===== src/rtl/maxnet_winner_engine.sv =====
// -----------------------------------------------------------------------------
// maxnet_winner_engine
//
// Purpose:
//   MaxNet winner-take-all engine for N channels of W-bit signed activations.
//   On start it captures the input vector and clamps negatives to zero. It then
//   repeats lateral inhibition until one channel is non-zero, no channel is
//   non-zero, or MAX_ITER updates have been performed. It reports the winner's
//   index together with the value that channel had at capture.
//
// Handshake:
//   start is sampled only in IDLE. Any start seen while busy is ignored.
//   done is a one-cycle pulse, visible 2+2*iter_count edges after the start
//   edge. valid/timeout/winner_idx/res/iter_count then hold until the next
//   accepted start or reset.
//
// Ports:
//   clk         in   rising-edge clock
//   rst         in   synchronous active-high reset
//   start       in   run request (IDLE only)
//   x_in        in   packed inputs, channel i = x_in[i*W +: W]
//   busy        out  high while in CHECK/UPDATE/DONE
//   done        out  one-cycle completion pulse
//   valid       out  exactly one survivor found
//   timeout     out  iteration cap reached without a single survivor
//   winner_idx  out  index of the survivor
//   res         out  captured input value of the survivor
//   iter_count  out  number of inhibition updates performed
//   dbg_state   out  current FSM state encoding
// -----------------------------------------------------------------------------
module maxnet_winner_engine #(
    parameter int N         = 4,
    parameter int W         = 32,
    parameter int EPS_SHIFT = 3,
    parameter int MAX_ITER  = 64
) (
    input  logic                          clk,
    input  logic                          rst,
    input  logic                          start,
    input  logic [N*W-1:0]                x_in,
    output logic                          busy,
    output logic                          done,
    output logic                          valid,
    output logic                          timeout,
    output logic [$clog2(N)-1:0]          winner_idx,
    output logic [W-1:0]                  res,
    output logic [$clog2(MAX_ITER+1)-1:0] iter_count,
    output logic [1:0]                    dbg_state
);

    localparam int IDXW = $clog2(N);
    localparam int IW   = $clog2(MAX_ITER + 1);
    localparam int SW   = W + $clog2(N);
    localparam int NZW  = $clog2(N + 1);

    typedef enum logic [1:0] {
        S_IDLE   = 2'd0,
        S_CHECK  = 2'd1,
        S_UPDATE = 2'd2,
        S_DONE   = 2'd3
    } state_t;

    state_t          r_state;
    logic [W-1:0]    r_x [N];
    logic [W-1:0]    r_a [N];
    logic [IW-1:0]   r_iter;

    logic [NZW-1:0]         w_nz_cnt;
    logic [IDXW-1:0]        w_win_idx;
    logic signed [SW-1:0]   w_sum;
    logic signed [SW-1:0]   w_diff [N];
    logic [W-1:0]           w_a_next [N];

    // Activations are kept non-negative after capture, so zero-extending into
    // the wider sum width preserves their value and the arithmetic shift below
    // only ever sees non-negative operands.
    always_comb begin
        w_nz_cnt  = '0;
        w_win_idx = '0;
        w_sum     = '0;
        for (int i = 0; i < N; i++) begin
            if (r_a[i] != '0) begin
                w_nz_cnt  = w_nz_cnt + NZW'(1);
                w_win_idx = IDXW'(i);
            end
            w_sum = w_sum + $signed({{(SW-W){1'b0}}, r_a[i]});
        end
        for (int i = 0; i < N; i++) begin
            w_diff[i] = $signed({{(SW-W){1'b0}}, r_a[i]})
                      - ((w_sum - $signed({{(SW-W){1'b0}}, r_a[i]})) >>> EPS_SHIFT);
            // The result is never above the old activation, so when it is
            // non-negative the low W bits hold it exactly.
            w_a_next[i] = w_diff[i][SW-1] ? '0 : w_diff[i][W-1:0];
        end
    end

    always_ff @(posedge clk) begin
        if (rst) begin
            r_state    <= S_IDLE;
            r_iter     <= '0;
            busy       <= 1'b0;
            done       <= 1'b0;
            valid      <= 1'b0;
            timeout    <= 1'b0;
            winner_idx <= '0;
            res        <= '0;
            for (int i = 0; i < N; i++) begin
                r_x[i] <= '0;
                r_a[i] <= '0;
            end
        end else begin
            done <= 1'b0;
            case (r_state)
                S_IDLE: begin
                    if (start) begin
                        for (int i = 0; i < N; i++) begin
                            r_x[i] <= x_in[i*W +: W];
                            r_a[i] <= x_in[i*W + W - 1] ? '0 : x_in[i*W +: W];
                        end
                        r_iter     <= '0;
                        valid      <= 1'b0;
                        timeout    <= 1'b0;
                        winner_idx <= '0;
                        res        <= '0;
                        busy       <= 1'b1;
                        r_state    <= S_CHECK;
                    end
                end
                S_CHECK: begin
                    if (w_nz_cnt == NZW'(1)) begin
                        valid      <= 1'b1;
                        winner_idx <= w_win_idx;
                        res        <= r_x[w_win_idx];
                        r_state    <= S_DONE;
                    end else if (w_nz_cnt == '0) begin
                        valid   <= 1'b0;
                        r_state <= S_DONE;
                    end else if (r_iter == IW'(MAX_ITER)) begin
                        timeout <= 1'b1;
                        r_state <= S_DONE;
                    end else begin
                        r_state <= S_UPDATE;
                    end
                end
                S_UPDATE: begin
                    for (int i = 0; i < N; i++) begin
                        r_a[i] <= w_a_next[i];
                    end
                    r_iter  <= r_iter + IW'(1);
                    r_state <= S_CHECK;
                end
                S_DONE: begin
                    // The registered pulse lands in the cycle after DONE, which
                    // places it 2+2*I edges after the start edge.
                    done    <= 1'b1;
                    busy    <= 1'b0;
                    r_state <= S_IDLE;
                end
                default: r_state <= S_IDLE;
            endcase
        end
    end

    assign iter_count = r_iter;
    assign dbg_state  = r_state;

endmodule


===== config.mk =====
export PLATFORM = sky130hd
export DESIGN_NAME = maxnet_winner_engine
export DESIGN_NICKNAME = d
export VERILOG_FILES = /design/src/rtl/maxnet_winner_engine.sv
export SDC_FILE = /design/constraint.sdc
export NUM_CORES = 1
export LEC_CHECK = 0
export CAP_MARGIN = 20
export CORE_MARGIN = 4
export CORE_UTILIZATION = 61
export DETAILED_ROUTE_END_ITERATION = 10
export GPL_TIMING_DRIVEN = 0
export PLACE_DENSITY = 0.85
export SLEW_MARGIN = 30
export SYNTH_ARGS = -nofsm -noshare
export SYNTH_HDL_FRONTEND = slang
export SYNTH_SLANG_ARGS = --single-unit

===== constraint.sdc =====
create_clock -name clk -period 11.9 [get_ports clk]
set_input_delay 1.19 -clock clk [delete_from_list [all_inputs] [get_ports clk]]
set_output_delay 1.19 -clock clk [all_outputs]
set_load 0.02 [all_outputs]

After elaboration in Yosys (flattened, before gate mapping)
Memories as Yosys holds them, arrays and structs flattened.
Cells that the tools add are included.

operators by class
  $add $sub $neg = 15
  equality and inequality tests = 11
  muxes and demuxes = 60
  bitwise operators = 12
  reduce and logical (&&, ||, !) cells = 14

operators with widths
  kind                   count
  $mux W32               18
  $sub A33 B31 Y34       4
  $sub A34 B33 Y34       4
  $reduce_bool A32 Y1    4
  $mux W31               4
  $pmux W32 S2           1
  $add A33 B32 Y34       1
  $add A34 B33 Y34       1
  $add A32 B32 Y33       1
  $mux W1                22
  $pmux W7 S2            1
  $or A1 B1 Y1           12
  $mux W2                5
  $ne A2 B2 Y1 const B   5
  $add A3 B1 Y3 const B  3
  $mux W3                3
  $pmux W2 S4            1
  $add A7 B1 Y7 const B  1
  $eq A7 B7 Y1 const B   1
  $mux W7                1
  $pmux W1 S2            3
  $reduce_and A3 Y1      2
  $reduce_bool A2 Y1     3
  $reduce_and A5 Y1      1
  8 further kinds        10

storage, ports and cells
  register bits after elaboration = 47
  RAM bits = 256
  output and inout port bits = 47
  logic and storage cells = 122
  memories = 2

memory list
  name  depth  bits a word  read ports  clocked after memory_dff  wr ports  RTL line  text
  r_a   4      32           4           0                         4         65        logic [W-1:0] r_a [N];
  r_x   4      32           1           0                         4         64        logic [W-1:0] r_x [N];

Logic depth before layout (Yosys ltp)
An unclocked memory read counts as a cell.

  word-level depth = 13
  mapped depth = 43
  gate-level depth less buffers = 43

Worst setup path after synthesis
Ideal clock, no wire load.

  path type = reg-to-reg
  from = mem r_a[2][1]
  to = mem r_a[0][30] (data pin)
  data arrival time = 8,039 ps
  setup slack = 3,605 ps
  stages on the path, launching flop included = 44
  period minus slack after synthesis = 8,295 ps
  path through = edfxtp_1 inv_1 fa_1 fa_1 inv_1 ha_1 inv_1 fa_1 nor2b_1 o31ai_1 nand2b_1 a21oi_1 nor2b_1 o21ai_0 nand2_1 a21oi_1 o21bai_1 xor2_1 (+8 left out) a21boi_0 o21ai_0 nand2b_1 a21oi_1 xor2_1 ha_1 or2_2 a31o_2 a21oi_1 a31o_2 a21oi_1 a41o_1 o21ai_0 nand2b_1 a21o_1 a211o_1 xor2_1 a22o_1

RTL lines
  element      RTL line
  from (decl)  65

==> impl_metrics.json <==
{
  "slew_viol_final": 0,
  "yosys_warnings": 0,
  "first_global_vias": 24100,
  "final_antenna_net_count": 0,
  "synthArstFlopShare_pct": 0,
  "final_area_um2": 30940,
  "ios": 178,
  "setup_tns_ns": 0,
  "clock-sinks": 303,
  "crit_family": "compound AO/OA/AOI/OAI gates",
  "via_per_inst": 6.543,
  "status": "completed",
  "die_x_um": 218.4,
  "grt_antenna_before_repair": 4,
  "netlist_area_um2": 26990,
  "start_util_pct": 62.12,
  "io_buffer_count": 176,
  "cp_common_cell": "o21ai_0",
  "critical_path_class": "flop to flop",
  "dp_hpwl_um": 77460,
  "num-fill-cells": 3354,
  "slew_headroom_pct": 28.90,
  "avgSynthCellArea_um2": 9.219,
  "clock.fmax_mhz": 94.64,
  "drt_first_pass_iters": 8,
  "gp_congestion": 1.025,
  "drtIter0Drc": 2678,
  "cts_tree": "done",
  "crit_required_ns": 12.21,
  "cts_root_buffer": "clkbuf_16",
  "placed_area_um2": 29660,
  "seq_area_frac_synth_pct": 31.93,
  "critPathLaunchType": "flop",
  "num_rows": 76,
  "tightest_slew_ns": 1.067,
  "synth_edf_count": 255,
  "via_count": 24640,
  "fin_worst_skew_ns": 0.02432,
  "final.period_utilization_pct": 88.79,
  "ctsHoldBuffers": 0,
  "hold_violations": 0,
  "finalSetupViolations": 0,
  "arrival_ns": 10.88,
  "layout-drive-gt1-share_pct": 4.282,
  "end_kind": "flop",
  "nNetsFinal": 3640,
  "wl_per_cell_um": 25.25,
  "synth-seq-cells": 303,
  "areaGrowthSynthToFinish_pct": 14.61,
  "period_needed_ns": 10.57,
  "hold_class": "flop to flop",
  "die-area_um2": 47680,
  "max_stage_delay_ns": 0.71,
  "path_buf_inv": 3,
  "clkLatencyLatePin_ns": 0.57,
  "worstHoldStart": "res[22]",
  "cp_max_fo": 10,
  "clockBufferDepth": 3,
  "grt_pass1_wl_um": 139900,
  "startpoint": "r_a[3][1]",
  "synthFlopType": "edfxtp_1",
  "syn_inst": 2928,
  "path_clk_slew_ns": 0.07,
  "cts-htree-levels": 2,
  "post-cts-setup-buffers": 0,
  "die-height_um": 218.4,
  "overflow": 0,
  "regToRegStartpoint": "r_a[3][1]",
  "slowest_stage": "xnor2_1",
  "drt-total-wl_um": 95090,
  "yosys.cell_types.count": 78,
  "core_um2": 43460,
  "rsz0062_at_grt": "no",
  "grt_max_degree": 43,
  "grt_usage_pct": 38.95,
  "cts_buffers": 37,
  "ctsResizeCount": 0,
  "cap_violations": 0,
  "drcViolationCount": 0,
  "synth_nets": 3419
}
-- flip-flops by register name (all words and copies together), names as in the netlist --
name and cells:
valid 1, iter_count 7, done 1, busy 1, res 32, timeout 1, r_x 128, r_a 128
dbg_state 2, winner_idx 2
-- synth_stat cells (all sizes together), types with 27 or more instances --
master / instances / area share [%]
nand3: 36 / 0.67
a21oi: 267 / 5.0
nor2b: 42 / 0.97
fa: 68 / 5.0
edfxtp: 255 / 28
and2: 136 / 3.2
nor2: 190 / 2.7
a211oi: 32 / 0.89
xnor2: 124 / 4.1
ha: 292 / 14
inv: 234 / 3.3
o21a: 58 / 1.6
nand2b: 50 / 1.2
dfxtp: 48 / 3.6
nor3: 81 / 1.5
a22o: 97 / 3.1
o21ai: 125 / 2.3
xor2: 98 / 3.2
nor4: 38 / 0.88
a21o: 87 / 2.4
nand2: 178 / 2.5
or2: 37 / 0.86
nand4: 27 / 0.63
clkbuf: 59 / 0.82
-- metal layers --
metal	track usage [%]	share of wire [%]
met1	52.18	40
met2	61.36	44
met5	0	0.014
met3	8.384	11
met4	16.75	5.0
-- through the flow --
step | util (%) | std cells | hold WS (ns) | worst slack (ns)
after detailed placement | 68.25 | 3695 | 0.4738 | 1.690
after floorplan | - | 2928 | 0.5517 | 3.605
after CTS | 71.16 | 3761 | 0.4871 | 1.652
after global placement | 67.86 | 3689 | 0.4657 | 1.666
after global routing | 71.17 | 3761 | 0.5223 | 0.9296
final | 71.20 | 3766 | 0.4825 | 1.334
-- worst reg2reg max path: cells and delay by family (launching register included) --
kind | cells | cell delay, ns
buffers and inverters | 3 | 0.62
and+or+nand+nor | 11 | 2.66
AOI/OAI and AO/OA | 18 | 3.62
xor gates and xnor gates | 2 | 0.88
DFF | 1 | 0.44
adders and majority gates | 5 | 2.08
-- area by class of cell --
cell class	count	area, µm²	area share (%)
multi-input cells	2313	17210	55.62
flip-flops and latches	303	8618	27.86
repair buffers	182	1904	6.155
clock buffers	42	965.9	3.122
inverters	236	885.9	2.863
well taps	585	732.0	2.366
plain buffers	76	311.5	1.007
clock inverters	24	300.3	0.9706
diodes	5	12.51	0.04044
-- cell usage in the layout, fill, tap and decap left out, drive strengths merged, types with 98 or more instances in the layout --
| cell | Yosys | routed |
|---|---|---|
| clkdlybuf4s50 | 0 | 176 |
| nand2 | 178 | 178 |
| ha | 292 | 292 |
| xor2 | 98 | 98 |
| xnor2 | 124 | 124 |
| o21ai | 125 | 125 |
| edfxtp | 255 | 255 |
| nor2 | 190 | 190 |
| clkbuf | 59 | 101 |
| inv | 234 | 239 |
| a21oi | 267 | 267 |
| and2 | 136 | 136 |
-- path summary, 6_finish.rpt --
| check | slack (ns) | end | cells after the start |
|---|---|---|---|
| setup reg to reg | 1.33 | r_a[2][22] | 39 |
| hold / removal | 0.48 | res[22] | 2 |
| hold reg to reg | 0.48 | res[22] | 2 |
| setup / recovery | 1.33 | r_a[2][22] | 39 |
-- kinds of logic (layout without fill, tap and decap cells) --
group	count (synthesis)	count (layout)	share of synthesized area (%)
AO/OA/AOI/OAI	860	860	21.30
XOR/XNOR	222	222	7.231
adder cells (fa/ha/maj)	360	360	18.58
buffers and inverters	312	560	4.422
flip-flops	303	303	31.93
multiplexers	5	5	0.1993
other	0	5	0
AND/OR/NAND/NOR	866	866	16.35
Power is not shown: default switching activity piles up to over one toggle a cycle in this logic, so the estimate is an artifact.
